<file path="config.mk">
export PLATFORM = sky130hd
export DESIGN_NAME = mul_issue_stage
export DESIGN_NICKNAME = d
export VERILOG_FILES = /design/src/rtl/mul_issue_stage.sv
export SDC_FILE = /design/constraint.sdc
export NUM_CORES = 1
export LEC_CHECK = 0
export ABC_CLOCK_PERIOD_IN_PS = 6800
export BUFFER_PORTS_ARGS = -buffer_cell sky130_fd_sc_hd__buf_2
export CELL_PAD_IN_SITES_DETAIL_PLACEMENT = 1
export CELL_PAD_IN_SITES_GLOBAL_PLACEMENT = 1
export CORE_UTILIZATION = 31
export CTS_CLUSTER_SIZE = 20
export DETAILED_ROUTE_END_ITERATION = 7
export PLACE_DENSITY_LB_ADDON = 0.1
export SYNTH_ARGS = -nofsm -noshare
export SYNTH_HDL_FRONTEND = slang
export SYNTH_SLANG_ARGS = --single-unit
</file>
<file path="constraint.sdc">
create_clock -name clk_i -period 6.8 [get_ports clk_i]
set_clock_uncertainty 0.05 [all_clocks]
set_input_delay 1.7 -clock clk_i [delete_from_list [all_inputs] [get_ports clk_i]]
set_output_delay 1.7 -clock clk_i [all_outputs]
set_load 0.05 [all_outputs]
</file>
<file path="src/rtl/mul_issue_stage.sv">
// mul_issue_stage
//   Issue/writeback wrapper around an external multi-cycle multiplier.
//   Accepts one multiply operation at a time, registers its operands,
//   pulses a request to the multiplier, waits for the result and presents
//   it on a valid/ready writeback port. func3 values with bit 2 set are
//   not multiplies; they complete immediately with a zero result.
//
// Ports
//   clk_i, rst_i                 clock, asynchronous active-high reset
//   kill_i                       pipeline flush, aborts any in-flight op
//   valid_i / ready_o            operation handshake from issue
//   func3_i, int_32_i            operation select, word (MULW) flag
//   src1_i, src2_i, rd_i         operands and destination tag
//   mul_request_o, mul_kill_o    one-cycle request / abort to multiplier
//   mul_func3_o .. mul_src2_o    registered operation held to multiplier
//   mul_done_i, mul_result_i     multiplier completion and result
//   wb_valid_o / wb_ready_i      writeback handshake
//   wb_data_o, wb_rd_o           writeback data (zero when not valid), tag
module mul_issue_stage #(
    parameter int unsigned TAG_W = 5
) (
    input  logic             clk_i,
    input  logic             rst_i,
    input  logic             kill_i,
    input  logic             valid_i,
    output logic             ready_o,
    input  logic [2:0]       func3_i,
    input  logic             int_32_i,
    input  logic [63:0]      src1_i,
    input  logic [63:0]      src2_i,
    input  logic [TAG_W-1:0] rd_i,
    output logic             mul_request_o,
    output logic             mul_kill_o,
    output logic [2:0]       mul_func3_o,
    output logic             mul_int_32_o,
    output logic [63:0]      mul_src1_o,
    output logic [63:0]      mul_src2_o,
    input  logic             mul_done_i,
    input  logic [63:0]      mul_result_i,
    output logic             wb_valid_o,
    output logic [63:0]      wb_data_o,
    output logic [TAG_W-1:0] wb_rd_o,
    input  logic             wb_ready_i
);

    typedef enum logic [1:0] {
        IDLE,
        ISSUE,
        WAIT,
        RESP
    } state_t;

    state_t             state_q;
    state_t             state_d;
    logic               accept;
    logic               capture;
    logic [2:0]         func3_q;
    logic               int_32_q;
    logic [63:0]        src1_q;
    logic [63:0]        src2_q;
    logic [TAG_W-1:0]   rd_q;
    logic [63:0]        data_q;

    always_comb begin
        state_d       = state_q;
        ready_o       = 1'b0;
        mul_request_o = 1'b0;
        mul_kill_o    = 1'b0;
        wb_valid_o    = 1'b0;
        capture       = 1'b0;

        case (state_q)
            IDLE: begin
                ready_o = 1'b1;
            end
            ISSUE: begin
                mul_request_o = 1'b1;
                if (kill_i) begin
                    mul_kill_o = 1'b1;
                    state_d    = IDLE;
                end else begin
                    state_d    = WAIT;
                end
            end
            WAIT: begin
                // Kill has priority: a result arriving in the same cycle is dropped.
                if (kill_i) begin
                    mul_kill_o = 1'b1;
                    state_d    = IDLE;
                end else if (mul_done_i) begin
                    capture    = 1'b1;
                    state_d    = RESP;
                end
            end
            RESP: begin
                wb_valid_o = 1'b1;
                ready_o    = wb_ready_i;
                if (kill_i || wb_ready_i) begin
                    state_d = IDLE;
                end
            end
            default: begin
                state_d = IDLE;
            end
        endcase

        // A new op accepted on the writeback transfer cycle overrides the
        // return to IDLE, giving back-to-back issue.
        accept = valid_i & ready_o & ~kill_i;
        if (accept) begin
            state_d = func3_i[2] ? RESP : ISSUE;
        end
    end

    always_ff @(posedge clk_i or posedge rst_i) begin
        if (rst_i) begin
            state_q  <= IDLE;
            func3_q  <= '0;
            int_32_q <= 1'b0;
            src1_q   <= '0;
            src2_q   <= '0;
            rd_q     <= '0;
            data_q   <= '0;
        end else begin
            state_q <= state_d;
            if (accept) begin
                func3_q  <= func3_i;
                int_32_q <= int_32_i;
                src1_q   <= src1_i;
                src2_q   <= src2_i;
                rd_q     <= rd_i;
                // Non-multiply ops go straight to RESP and report zero.
                data_q   <= '0;
            end else if (capture) begin
                data_q <= int_32_q ? {{32{mul_result_i[31]}}, mul_result_i[31:0]}
                                   : mul_result_i;
            end
        end
    end

    assign mul_func3_o  = func3_q;
    assign mul_int_32_o = int_32_q;
    assign mul_src1_o   = src1_q;
    assign mul_src2_o   = src2_q;
    assign wb_rd_o      = rd_q;
    assign wb_data_o    = wb_valid_o ? data_q : '0;

endmodule

</file>
==> summary.md <==
| Metric | Value |
|---|---|
| Status | `completed` |
| Syn_nets | `887` |
| Worst r2r src | `state_q[0]$_DFFE_PP0P_` |
| Vias in the first global route | `6981` |
| Largest family of logic cells by synthesized area | `multiplexers` |
| Synth Area in Compound Gates | `0.0717` |
| Top post-synthesis cells by area | `dfrtp_1 60%, mux2_2 18%, and2_1 4.9%` |
| Flop2flop setup slack | `3900 ps` |
| Critical path destination | `ready_o` |
| Power share of the clock group | `0.191` |
| RSZ-0062 raised after global routing | `false` |
| Synth Area in Adders | `0.00744` |
| CP Max Fanout | `2` |
| Drt total wl | `26100 um` |
| Setup_tns | `0 ps` |
| Die X | `167 um` |
| Peak supply drop | `0.348 mV` |
| Post-synthesis mux area share | `0.186` |
| Syn Area/Cell | `12.5 um2` |
| Hold wc startpoint | `mul_src1_o[56]$_DFFE_PP0P_` |
| Worst skew pair latency | `500 ps` |
| CP arrival | `2340 ps` |
| Cell Count, Final, Fillers Out | `1427` |
| I/O pin total | `412` |
| Largest area contributor in the netlist | `dfrtp_1` |
| Area post-placement | `10700 um2` |
| Post-Syn Instances | `675` |
| Peak Freq | `245 MHz` |
| Post-synthesis sequential area ratio | `0.604` |
| Iteration-0 DRC Markers | `304` |
| CTS Buf Count | `24` |
| Clk root buf | `clkbuf_16` |
| Placer Congestion | `0.777` |
| P&R area growth vs syn | `37.7%` |
| Pint | `3.56 mW` |
| Worst endpoint required time | `5050 ps` |
| Design area | `11600 um2` |
| DR vias/cell | `4.61` |
| Sw frac | `0.480` |
| # DRC | `0` |
| Combinational share of power | `0.504` |
| Max-slew violations | `0` |
| Post-CTS Hold Fix Bufs | `0` |
| Clk buf depth | `3` |
| Worst r2r dst | `mul_src2_o[40]$_DFFE_PP0P_` |
| Share of layout cells above drive strength 1 | `0.555` |
| # clock sinks | `203` |
| Flop pwr share | `0.305` |
| Max-cap violations | `0` |
| Post-cts sizing count | `0` |
| Sw power | `3.29 mW` |
| First-pass GRT wire length | `40200 um` |
| Post CTS Setup Buffer Count | `0` |
| H-tree levels | `1` |
| Worst slew margin | `0.293` |
| Cell count of the worst reg-to-reg path | `6` |
| Post-Synth XOR/XNOR Area | `0` |
| DR WL/cell | `18.3 um` |
| Syn Std Cell Area | `8410 um2` |
| Crit Path Class | `in2out` |
| Full die area | `27800 um2` |
| Placed Instances | `1379` |
| GRT overflow | `0` |
| Synth Area in Simple Gates | `0.0987` |
| DP HPWL | `18400 um` |
| Final Setup Violations | `0` |
| Final ANT Viol Nets | `0` |
| Final Cycle Share | `0.601` |
| Largest net degree at the start of global routing | `153` |
| HP Class | `reg2reg` |
| Leak | `5.77 nW` |
| Total track usage | `0.184` |
| Port Buf Inserts | `411` |
| Post-synth cell types | `21` |
| Post-synth top area share | `0.604` |
| Drt pass-1 iters | `4` |
| Critical path launch point type | `input pin` |
| Initial antenna violation count | `4` |
| DR vias | `6583` |
| Slew @ Worst Pin | `1060 ps` |
| Die Y | `167 um` |
| Core region area | `26400 um2` |
| Clk slew on worst S/H paths | `60 ps` |
| Worst setup path start | `wb_ready_i` |
| Total Power | `6.85 mW` |
| Final #Nets | `1282` |
| CTS tree | `done` |
| Fin crit period | `4090 ps` |
| Final-layout fill cell count | `3004` |
| YS warnings | `0` |
| Initial Util | `0.319` |
| Worst setup EP type | `output pin` |
| PD cells | `592 nW/um2` |
| Final Hold Viols | `0` |
| #FFs+latches synth | `203` |
| # rows | `59` |
==> layout make-up <==
class | instances | area [um2] | area share
Clock buffer | 30 | 694 | 0.0600
Tap cell | 335 | 419 | 0.0362
Sequential cell | 203 | 5080 | 0.439
Multi-Input combinational cell | 416 | 3060 | 0.265
Clock inverter | 14 | 128 | 0.0110
Timing Repair Buffer | 419 | 2150 | 0.186
Antenna cell | 4 | 10.0 | 0.000865
Inverter | 6 | 26.3 | 0.00227
==> how the worst min path moves through the flow <==
stage	endpoint	slack [ps]	depth (start not counted)
after floorplan	data_q[0]$_DFFE_PP0P_	450	2
after global placement	mul_src1_o[25]$_DFFE_PP0P_	430	1
after detailed placement	mul_src1_o[56]$_DFFE_PP0P_	440	1
after CTS	mul_src1_o[56]$_DFFE_PP0P_	450	1
after global routing	mul_src2_o[19]$_DFFE_PP0P_	460	1
final	mul_src1_o[56]$_DFFE_PP0P_	450	1
==> routing by layer <==
metal,routed length (um),GRT usage,part of all wire,vias up
met3,2230,0.0639,0.085,38
met2,13100,0.320,0.50,249
li1,-,-,-,3106
met5,29,0,0.0011,-
met1,10300,0.216,0.39,3186
met4,521,0.0475,0.020,4
==> kinds of logic (layout without fill, tap and decap cells) <==
| kind of cell | count (synthesis) | count (layout) |
|---|---|---|
| compound gates | 103 | 103 |
| fa+ha+maj | 5 | 5 |
| buf+inv | 56 | 469 |
| flops | 203 | 203 |
| mux | 139 | 139 |
| other cells | 0 | 4 |
| simple gates | 169 | 169 |
==> through the flow <==
| stage | hold slack (ps) | utilization | worst slack (ps) |
|---|---|---|---|
| 2_1_floorplan | 446 | - | 2420 |
| 3_3_place_gp | 434 | 0.408 | 2710 |
| 3_5_place_dp | 440 | 0.408 | 2710 |
| 4_1_cts | 454 | 0.439 | 2710 |
| 5_1_grt | 464 | 0.439 | 2660 |
| 6_report | 450 | 0.439 | 2710 |
==> power groups by stage <==
stage	Combinational (mW)	Sequential, mW	Clock [mW]
floorplan	1.21	3.54	0
global placement	3.47	2.08	0
detailed placement	3.50	2.11	0
CTS	3.51	2.10	1.36
global route	3.65	2.18	1.40
finish	3.45	2.09	1.31
==> flip-flops by register name (all words and copies together), names as in the netlist <==
signal,flops
mul_src2_o,64
mul_func3_o,3
wb_rd_o,5
mul_int_32_o,1
data_q,64
state_q,2
mul_src1_o,64
==> critical path, stage by stage <==
cell and delay, ps:
buf_2 100, a21oi_1 260, nor2_1 60, buf_2 210
==> synth_stat cells (all sizes together) <==
cell	n
ha	5
a22oi	1
a21o	1
and2	66
nand3	1
a21oi	66
mux2	137
o21a	1
a211oi	32
nand2	65
and3	1
nor4b	1
inv	6
dfrtp	203
o21ai	2
nor2	34
buf	27
nor4bb	1
mux2i	2
clkbuf	23
==> layout by cell type, fill, tap and decap left out, types with 2 or more instances in the layout <==
cell and n:
buf_2 411, buf_12 3, clkinvlp_4 4, ha_1 4
clkinv_2 9, diode_2 4, clkbuf_8 5, mux2i_1 2
and2_1 66, a211oi_1 32, inv_1 5, a21oi_1 66
o21ai_0 2, nand2_1 65, buf_4 5, mux2_2 137
clkbuf_16 25, nor2_1 34, bufinv_16 2, dfrtp_1 203
Power figures use the tool's default switching activity.
